--- src/rtl/plr_elastic.sv ---
// rtl/plr_elastic.sv - elastic pipeline register chain, two-entry stages with skid, flush and NOP output
module plr_elastic #(
    parameter int                WIDTH     = 16,
    parameter int                DEPTH     = 1,
    parameter logic [WIDTH-1:0]  NOP_VALUE = '0
) (
    input  logic                             i_clk,
    input  logic                             i_rst_n,
    input  logic                             i_in_valid,
    output logic                             o_in_ready,
    input  logic [WIDTH-1:0]                 i_in_data,
    output logic                             o_out_valid,
    input  logic                             i_out_ready,
    output logic [WIDTH-1:0]                 o_out_data,
    input  logic                             i_flush,
    output logic [$clog2(2*DEPTH+1)-1:0]     o_occupancy
);
    localparam int OCC_W = $clog2(2*DEPTH+1);

    typedef enum logic [1:0] {
        ST_EMPTY = 2'd0,
        ST_HALF  = 2'd1,
        ST_FULL  = 2'd2
    } stage_state_e;

    stage_state_e     r_state     [DEPTH];
    stage_state_e     w_state_nxt [DEPTH];
    logic [WIDTH-1:0] r_main      [DEPTH];
    logic [WIDTH-1:0] r_skid      [DEPTH];
    logic [WIDTH-1:0] w_up_data   [DEPTH];
    logic [DEPTH-1:0] w_up_valid, w_up_ready, w_dn_valid, w_dn_ready;
    logic [DEPTH-1:0] w_up_fire, w_dn_fire;
    logic [DEPTH-1:0] w_main_from_up, w_main_from_skid, w_skid_load;
    logic [OCC_W-1:0] r_occ;
    logic             w_in_fire, w_out_fire;

    // Ready is derived from registered state only, so out_ready never reaches in_ready.
    always_comb begin
        w_up_valid = '0;
        w_dn_ready = '0;
        for (int k = 0; k < DEPTH; k++) begin
            w_up_ready[k] = (r_state[k] != ST_FULL);
            w_dn_valid[k] = (r_state[k] != ST_EMPTY);
            w_up_data[k]  = i_in_data;
        end
        w_up_valid[0] = i_in_valid;
        for (int k = 1; k < DEPTH; k++) begin
            w_up_valid[k] = w_dn_valid[k-1];
            w_up_data[k]  = r_main[k-1];
        end
        for (int k = 0; k < DEPTH - 1; k++) begin
            w_dn_ready[k] = w_up_ready[k+1];
        end
        w_dn_ready[DEPTH-1] = i_out_ready;
        w_up_fire = w_up_valid & w_up_ready;
        w_dn_fire = w_dn_valid & w_dn_ready;
    end

    always_comb begin
        w_main_from_up   = '0;
        w_main_from_skid = '0;
        w_skid_load      = '0;
        for (int k = 0; k < DEPTH; k++) begin
            w_state_nxt[k] = r_state[k];
            case (r_state[k])
                ST_EMPTY: begin
                    if (w_up_fire[k]) begin
                        w_state_nxt[k]    = ST_HALF;
                        w_main_from_up[k] = 1'b1;
                    end
                end
                ST_HALF: begin
                    if (w_up_fire[k] && w_dn_fire[k]) begin
                        w_main_from_up[k] = 1'b1;
                    end else if (w_up_fire[k]) begin
                        w_state_nxt[k] = ST_FULL;
                        w_skid_load[k] = 1'b1;
                    end else if (w_dn_fire[k]) begin
                        w_state_nxt[k] = ST_EMPTY;
                    end
                end
                ST_FULL: begin
                    if (w_dn_fire[k]) begin
                        w_state_nxt[k]      = ST_HALF;
                        w_main_from_skid[k] = 1'b1;
                    end
                end
                default: w_state_nxt[k] = ST_EMPTY;
            endcase
            if (i_flush) begin
                w_state_nxt[k] = ST_EMPTY;
            end
        end
    end

    always_ff @(posedge i_clk or negedge i_rst_n) begin
        if (!i_rst_n) begin
            for (int k = 0; k < DEPTH; k++) begin
                r_state[k] <= ST_EMPTY;
            end
        end else begin
            for (int k = 0; k < DEPTH; k++) begin
                r_state[k] <= w_state_nxt[k];
            end
        end
    end

    always_ff @(posedge i_clk) begin
        for (int k = 0; k < DEPTH; k++) begin
            if (w_main_from_up[k]) begin
                r_main[k] <= w_up_data[k];
            end else if (w_main_from_skid[k]) begin
                r_main[k] <= r_skid[k];
            end
            if (w_skid_load[k]) begin
                r_skid[k] <= w_up_data[k];
            end
        end
    end

    assign w_in_fire  = w_up_fire[0];
    assign w_out_fire = w_dn_fire[DEPTH-1];

    always_ff @(posedge i_clk or negedge i_rst_n) begin
        if (!i_rst_n) begin
            r_occ <= '0;
        end else if (i_flush) begin
            r_occ <= '0;
        end else if (w_in_fire && !w_out_fire) begin
            r_occ <= r_occ + OCC_W'(1);
        end else if (!w_in_fire && w_out_fire) begin
            r_occ <= r_occ - OCC_W'(1);
        end
    end

    assign o_in_ready  = w_up_ready[0];
    assign o_out_valid = w_dn_valid[DEPTH-1];
    assign o_out_data  = w_dn_valid[DEPTH-1] ? r_main[DEPTH-1] : NOP_VALUE;
    assign o_occupancy = r_occ;

endmodule

--- config.mk ---
export PLATFORM = sky130hd
export DESIGN_NAME = plr_elastic
export DESIGN_NICKNAME = d
export VERILOG_FILES = /design/src/rtl/plr_elastic.sv
export SDC_FILE = /design/constraint.sdc
export NUM_CORES = 1
export LEC_CHECK = 0
export BUFFER_PORTS_ARGS = -buffer_cell sky130_fd_sc_hd__buf_2
export CAP_MARGIN = 0
export CORE_MARGIN = 2
export CORE_UTILIZATION = 50
export CTS_BUF_LIST = sky130_fd_sc_hd__clkbuf_8
export CTS_CLUSTER_SIZE = 20
export DETAILED_ROUTE_END_ITERATION = 10
export HOLD_SLACK_MARGIN = 0.1
export PLACE_DENSITY_LB_ADDON = 0.2
export REMOVE_ABC_BUFFERS = 1
export SLEW_MARGIN = 20
export SYNTH_ARGS = -nofsm -noshare
export SYNTH_HDL_FRONTEND = slang
export SYNTH_SLANG_ARGS = --single-unit
--- constraint.sdc ---
create_clock -name i_clk -period 6 [get_ports i_clk]
set_input_delay 0.3 -clock i_clk [delete_from_list [all_inputs] [get_ports i_clk]]
set_output_delay 0.3 -clock i_clk [all_outputs]
set_load 0.01 [all_outputs]
==> impl_results.md, run 1 <==
* Status: finished, final reports clean
* Global Route Usage Sum at 15.9%
* Register area share after synthesis at 65.8%
* Routed WL at 2560 um
* # DRC at 0
* Initial antenna violation count at 0
* Post_cts resized at 0
* Finished Layout Cells at 191
* Clock share of power at 35.9%
* H-tree depth at 2
* RSZ-0062 raised after global routing: false
* Routed WL per cell at 13.4 um
* CTS tree: built
* Worst-Skew Late Latency at 0.28 ns
* First-pass GRT wire length at 4060 um
* Yosys reg bits at 36
* Cts hold-fix bufs at 1
* Most common cell after layout, fill and taps aside: buf_2
* Min Tclk post-route at 2.22 ns
* Ant. Diodes at 0
* Headroom to the max-slew limit at 38.2%
* Root Driver: clkbuf_8
* Slew Limit Fails at 0
* Setup-failing EPs final at 0
* Max incr delay on CP at 0.75 ns
* Switching Share at 21.0%
* Row Count at 20
* Synthesized instance count at 103
* Mean Syn Cell Area at 15.6 um^2
* Leakage power at 0.830 nW
* Distinct cells, synth at 28
* Max-cap violation count at 0
* Final #Nets at 167
* Vias in the first global route at 868
* Max Freq at 0.451 GHz
* Die area at 0.00369 mm^2
* Setup Skew at 0.00624 ns
* Final period util at 36.9%
* ANT nets after route at 0
* Synthesis Warnings at 0
* Combinational power share at 11.1%
* Clock-pin slew of the registers on the worst-case setup and hold paths at 0.07 ns
* Critical Path Source: r_state[1]$_DFFE_PN0P_
* WP data required at 5.70 ns
* Final HPWL DP at 1710 um
* Clk sinks at 36
* Pwr dens at 286 mW/mm^2
* I/O Buffers at 40
* Kind of critical path: reg -> out
* Vias per cell at 4.81
* Final core occ at 64.3%
* Reg-to-Reg Start: r_state[1]$_DFFE_PN0P_
* CTS Buffer Depth at 2
* Critical Path Slowest Stage Cell: nor2_1
* Share of layout cells above drive strength 1 at 50.3%
* Post-Route Setup TNS at 0 ns
* Detailed-route via count at 918
* Net Switching at 118 uW
* CP Max Fanout at 17
* Worst path cell trace: nor2_1 -> and2b_1 -> buf_2
* Core area at 0.00305 mm^2
* Internal power at 443 uW
* Final non-filler cell area at 0.00196 mm^2
* Final Worst Setup Slack at 3.78 ns
* Largest net degree at the start of global routing at 18
* CP endpoint kind: output port
* DR pass1 iterations at 4
* Hold slack at 0.203 ns
* Startpoint types: flip-flop
* Initial drt markers at 14
* Placed insts at 182
* Tot Pwr at 561 uW
* Die width at 60.8 um
* Setup Fix Bufs, Post-CTS at 0
* Power share of the sequential group at 53.0%
* Final Hold Viols at 0
* Hold_sp: i_in_data[3]
* VDD IR-drop max at 0.178 mV
* Gpl congestion at 0.795
* Num CTS Buffers at 5
* Crit path arrival time at 1.92 ns
* Die height at 60.8 um
* Worst slew pin tran at 0.924 ns
* Top-Level Pins at 41
* Pre-CTS setup slack at 3.98 ns
* Remaining Overflow, GRT at 0
* Area Growth Syn to Fin at 21.9%
* Tightest Hold Check Type: in -> reg
* Initial Util at 52.8%
* Most frequent cells in the layout: buf_2, edfxtp_1, mux2_2
* Post-DP Area at 0.00185 mm^2
* Post-Syn Area at 0.00161 mm^2
layer usage:
layer	vias to the layer above	global-route usage (%)	wire [um]
met5	-	0	0
met4	0	7.45	15
met3	2	6.61	151
met2	29	24.4	1190
met1	425	19.7	1200
li1	462	-	-
cells in the mapped netlist:
master    count  area share (%)
edfxtp_1     32              60
mux2_2       17              12
and2b_1      11             5.1
nor2b_1       7             2.7
nor2_1        5             1.2
dfrtp_1       4             6.2
a211oi_1      2            0.93
and4bb_2      2             1.6
buf_2         2            0.62
buf_4         2            0.93
nand2_1       2            0.47
a21oi_1       1            0.31
and3_1        1            0.39
and4b_1       1            0.62
and4bb_1      1            0.78
buf_6         1            0.70
clkbuf_1      1            0.23
inv_1         1            0.23
inv_2         1            0.23
mux2_1        1            0.70
mux2i_1       1            0.62
nand3_2       1            0.62
nand3b_1      1            0.47
nor4_2        1            0.78
nor4b_1       1            0.54
o21ba_2       1            0.62
o22ai_1       1            0.39
or3b_2        1            0.54
registers in the layout, indices dropped and copies added (netlist names):
name         cells
r_main          16
r_skid          16
o_occupancy      2
r_state          2
worst max-delay path, delay by kind of cell (launching register included):
kind / cells / cell delay [ns]
flip-flops: 1 / 0.49
AND/OR/NAND/NOR: 2 / 1.01
buffers and inverters: 1 / 0.13
final cells by class:
type	instances	area, um^2
Timing Repair Buffer	42	218
Inverter	2	7.51
Tap cell	44	55.1
Clock inverter	3	38.8
Sequential cell	36	1060
Clock buffer	5	68.8
Fill cell	256	1090
Multi-Input combinational cell	59	515
worst paths after layout:
| path | cells past startpoint | end | slack [ns] |
|---|---|---|---|
| worst min-delay path | 1 | r_skid[0][3]$_DFFE_PP_ | 0.20 |
| max in group asynchronous | 2 | r_state[0]$_DFFE_PN0P_ | 5.54 |
| worst max-delay path | 3 | o_out_data[2] | 3.78 |
| worst max register to register | 2 | r_main[0][0]$_DFFE_PP_ | 4.21 |
| worst min register to register | 1 | r_main[0][11]$_DFFE_PP_ | 0.55 |
| min in group asynchronous | 2 | o_occupancy[1]$_DFFE_PN0P_ | 0.35 |
power groups by stage:
stage               logic (mW)  registers (mW)  clock network [mW]
floorplan               0.0351           0.302                   0
global placement        0.0615           0.302                   0
detailed placement      0.0630           0.303                   0
CTS                     0.0637           0.297               0.207
global route            0.0696           0.299               0.216
finish                  0.0624           0.297               0.201
cell families after synthesis:
family	synth area share [%]
AOI/OAI and AO/OA	2.25
buffers and inverters	2.95
DFF	65.8
muxes	13.2
and+or+nand+nor	15.8
(Power assumes the default switching activity.)
==> run 2, diff against run 1 <==
Settings changed: CORE_UTILIZATION 50 to 49.
Clock period 6 ns to 2 ns, I/O delays scaled along.
==> impl_results.md, run 2 (same netlist as run 1, synthesis figures left out) <==
* Final Worst Setup Slack at 0.332 ns
* Largest net degree at the start of global routing at 18
* Max-cap violation count at 0
* Top flop regs: r_main x16, r_skid x16
* Tightest Hold Check Type: in -> reg
* Reg-to-Reg Start: r_state[0]$_DFFE_PN0P_
* VDD IR-drop max at 0.451 mV
* Ant. Diodes at 0
* Clk sinks at 36
* Status: finished, final reports clean
* Detailed-route via count at 1015
* CP endpoint kind: flip-flop
* Crit path arrival time at 1.69 ns
* Critical Path Source: r_state[0]$_DFFE_PN0P_
* Pre-CTS setup slack at 0.322 ns
* Initial drt markers at 36
* Post_cts resized at 0
* Worst slew pin tran at 0.860 ns
* Max Freq at 0.600 GHz
* Setup slack, reg-to-reg at 0.33 ns
* Row Count at 20
* Clock-pin slew of the registers on the worst-case setup and hold paths at 0.06 ns
* CTS tree: built
* Startpoint types: flip-flop
* CP Max Fanout at 16
* Top-Level Pins at 41
* Global Route Usage Sum at 15.3%
* FF-to-FF path depth at 3
* ANT nets after route at 0
* Headroom to the max-slew limit at 42.7%
* Final HPWL DP at 1760 um
* DR pass1 iterations at 4
* Final period util at 83.4%
* Setup-failing EPs final at 0
* Die area at 0.00376 mm^2
* Post-Route Setup TNS at 0 ns
* Leakage power at 0.896 nW
* Worst hold stages at 2
* Setup Skew at 0.00492 ns
* Routed WL per cell at 12.7 um
* Most common cell after layout, fill and taps aside: buf_2
* Initial antenna violation count at 0
* Die width at 61.4 um
* Root Driver: clkbuf_8
* H-tree depth at 2
* Initial Util at 51.9%
* Final Hold Viols at 0
* Most frequent cells in the layout: buf_2, edfxtp_1, dlygate4sd3_1
* Final #Nets at 187
* Num CTS Buffers at 5
* I/O Buffers at 40
* Share of layout cells above drive strength 1 at 45.2%
* Area Growth Syn to Fin at 31.9%
* Vias per cell at 4.83
* CTS Buffer Depth at 2
* Pwr dens at 735 mW/mm^2
* Worst-Skew Late Latency at 0.28 ns
* Vias in the first global route at 934
* RSZ-0062 raised after global routing: false
* Min Tclk post-route at 1.67 ns
* Hold_sp: i_out_ready
* WP data required at 2.03 ns
* Core area at 0.00310 mm^2
* Hold slack at 0.123 ns
* Crit path to: r_main[0][8]$_DFFE_PP_
* First-pass GRT wire length at 4100 um
* # DRC at 0
* Remaining Overflow, GRT at 0
* Critical R2R Capture: r_main[0][8]$_DFFE_PP_
* Routed WL at 2670 um
* Kind of critical path: reg -> reg
* Slew Limit Fails at 0
* Die height at 61.4 um
* Gpl congestion at 0.718
-- run 2: cell count changes in the layout (fill, tap and decap cells not counted) --
cell | previous run | this run
clkinv_1 | 0 | 2
buf_4 | 1 | 4
inv_1 | 2 | 1
bufinv_16 | 1 | 0
dlygate4sd3_1 | 1 | 18
clkinv_2 | 1 | 0
-- run 2: worst min path at each step --
stage                                       to  slack (ns)
floorplan           o_occupancy[0]$_DFFE_PN0P_       -0.20
global placement    o_occupancy[1]$_DFFE_PN0P_       -0.09
global route            r_state[1]$_DFFE_PN0P_        0.14
detailed placement  o_occupancy[1]$_DFFE_PN0P_       -0.09
CTS                     r_state[1]$_DFFE_PN0P_        0.12
finish                  r_state[1]$_DFFE_PN0P_        0.12
-- run 2: layout make-up --
type,instances,area [um^2]
Tap cell,44,55.1
Sequential cell,36,1060
Fill cell,247,977
Timing Repair Buffer,62,410
Inverter,2,7.51
Clock buffer,5,68.8
Clock inverter,2,7.51
Multi-Input combinational cell,59,515
-- run 2: where the power goes --
group	internal (mW)	total, mW	switching, mW
registers	0.873	0.890	0.0174
logic	0.118	0.220	0.101
clock network	0.229	0.453	0.224
-- run 2: layer usage --
layer	vias up	global-route usage (%)	part of all wire, %
li1	506	-	-
met1	476	19.2	46
met2	28	24.6	47
met3	5	6.30	5.4
met4	0	4.56	1.3
met5	-	0	0
-- run 2: through the flow --
stage                     instances  area (um^2)  total power [mW]  util [%]
after CTS                       210         2130              1.58      68.5
after global routing            210         2130              1.63      68.5
final                           210         2130              1.56      68.5
after floorplan                  97         1570              1.01         -
after detailed placement        185         1870              1.10      60.2
after global placement          185         1870              1.10      60.2
-- run 2: what timing repair did --
action | CTS | global route
hold buffers | 18 | 0
endpoints found under the hold margin | 21 | 0
setup buffers | 0 | 0
-- run 2: worst max-delay path, stage by stage, from the launching register on --
cell and delay (ns):
dfrtp_1 0.49, inv_2 0.14, nand3_2 0.37, mux2_2 0.42
==> run 3, diff against run 2 <==
Settings changed: CORE_UTILIZATION 49 to 50.
Clock period 2 ns to 1.6 ns, I/O delays scaled along.
==> impl_results.md, run 3 (same netlist as run 1, synthesis figures left out) <==
* CTS tree: built
* Headroom to the max-slew limit at 61.9%
* Vias in the first global route at 995
* Routed WL per cell at 13.9 um
* Worst path cell trace: dlygate4sd3_1 -> buf_2 -> buf_4 -> and4bb_2 -> nor4_4 -> mux2_1
* Most common cell after layout, fill and taps aside: buf_2
* Die width at 60.8 um
* Max Freq at 0.642 GHz
* Die height at 60.8 um
* Max incr delay on CP at 0.53 ns
* Switching Share at 23.2%
* Ant. Diodes at 0
* DR pass1 iterations at 4
* Clock share of power at 29.8%
* Initial drt markers at 27
* Min Tclk post-route at 1.56 ns
* Setup-failing EPs final at 0
* Final #Nets at 196
* Critical Path Slowest Stage Cell: dlygate4sd3_1
* Gpl congestion at 0.859
* Hold slack at 0.118 ns
* Setup Skew at 0.00686 ns
* Most frequent cells in the layout: buf_2, edfxtp_1, dlygate4sd3_1
* Met3 routed WL at 132 um
* Post-DP Area at 0.00191 mm^2
* Crit path arrival time at 1.73 ns
* Top-Level Pins at 41
* Power share of the sequential group at 54.7%
* Top flop regs: r_main x16, r_skid x16
* Final HPWL DP at 1980 um
* Status: finished, final reports clean
* Worst slew pin tran at 0.572 ns
* Startpoint types: primary input
* Clk sinks at 36
* Largest net degree at the start of global routing at 17
* Tot Pwr at 2.03 mW
* Reg-to-Reg Start: r_state[1]$_DFFE_PN0P_
* Remaining Overflow, GRT at 0
* Final non-filler cell area at 0.00223 mm^2
* Clock-pin slew of the registers on the worst-case setup and hold paths at 0.07 ns
* Final period util at 97.4%
* CP Max Fanout at 7
* Final core occ at 73.0%
* Vias per cell at 4.89
* Root Driver: clkbuf_8
* Top Metal Used: met4
* I/O Buffers at 40
* Core area at 0.00305 mm^2
* Routed WL at 3050 um
* Kind of critical path: in -> reg
* Final Hold Viols at 0
* Leakage power at 0.951 nW
* Metal-1 WL at 1270 um
* Worst-Skew Late Latency at 0.29 ns
* Row Count at 20
* Detailed-route via count at 1075
* # DRC at 0
* Net Switching at 470 uW
* WP data required at 1.77 ns
* Critical Path Source: i_out_ready
* H-tree depth at 2
* CTS Buffer Depth at 2
* Slew Limit Fails at 0
* Share of layout cells above drive strength 1 at 48.9%
* First-pass GRT wire length at 4610 um
* Met2 WL at 1550 um
* CP endpoint kind: flip-flop
* Die area at 0.00369 mm^2
* Combinational power share at 15.5%
* Max-cap violation count at 0
* Tightest Hold Check Type: in -> async
* Num CTS Buffers at 5
* RSZ-0062 raised after global routing: false
* Pwr dens at 910 mW/mm^2
* Initial Util at 52.8%
* Area Growth Syn to Fin at 38.3%
* Post-Route Setup TNS at 0 ns
* VDD IR-drop max at 0.626 mV
* Initial antenna violation count at 0
* Global Route Usage Sum at 18.4%
* Internal power at 1.56 mW
* ANT nets after route at 0
==> run 3: cell count changes in the layout (fill, tap and decap cells not counted), sizes merged <==
cell         previous run  this run
clkinv                  2         3
buf                    44        52
dlygate4sd3            18        19
==> run 3: per-stage QoR <==
step,setup WS [ns],instances
after global placement,-0.00913,191
after floorplan,-1.17,97
after CTS,0.0188,219
after detailed placement,-0.0420,191
after global routing,0.00145,220
final,0.0416,220
==> run 3: final cells by class <==
class / instances / area [um^2]
flip-flops and latches: 36 / 1060
fillers: 224 / 825
multi-input cells: 59 / 534
repair buffers: 71 / 488
clock buffers: 5 / 68.8
well taps: 44 / 55.1
clock inverters: 3 / 13.8
inverters: 2 / 7.51
==> run 3: worst paths after layout <==
kind | end | slack [ns] | cells past startpoint
min in group i_clk | r_state[1]$_DFFE_PN0P_ | 0.15 | 3
setup / recovery | o_occupancy[1]$_DFFE_PN0P_ | 0.04 | 6
max in group asynchronous | r_state[0]$_DFFE_PN0P_ | 1.35 | 2
setup reg to reg | o_occupancy[1]$_DFFE_PN0P_ | 0.06 | 4
hold / removal | o_occupancy[0]$_DFFE_PN0P_ | 0.12 | 2
hold reg to reg | r_main[0][10]$_DFFE_PP_ | 0.55 | 1
==> run 3: what timing repair did <==
item                                    in CTS  in global routing
endpoints found under the hold margin       25                  0
endpoints found under the setup margin      20                 26
pin swaps                                    0                  0
buffers inserted                             1                  1
hold buffers                                19                  0
resized for setup                            3                  2
==> run 3: per-layer routing <==
| layer | up-vias | global-route usage, % |
|---|---|---|
| met1 | 509 | 20.8 |
| met3 | 9 | 5.12 |
| li1 | 525 | - |
| met2 | 32 | 30.3 |
| met4 | 0 | 12.1 |
| met5 | - | 0 |
==> run 3: critical path, delay by kind of cell <==
family,cells,cell delay (ns)
buffers and inverters,3,0.84
AND/OR/NAND/NOR,2,0.47
multiplexers,1,0.34
==> run 3: power groups by stage <==
stage               Clock (mW)  Sequential, mW  Combinational, mW
floorplan                    0            1.13              0.131
global placement             0            1.13              0.253
detailed placement           0            1.13              0.262
CTS                      0.624            1.11              0.308
global route             0.664            1.11              0.342
finish                   0.604            1.11              0.313
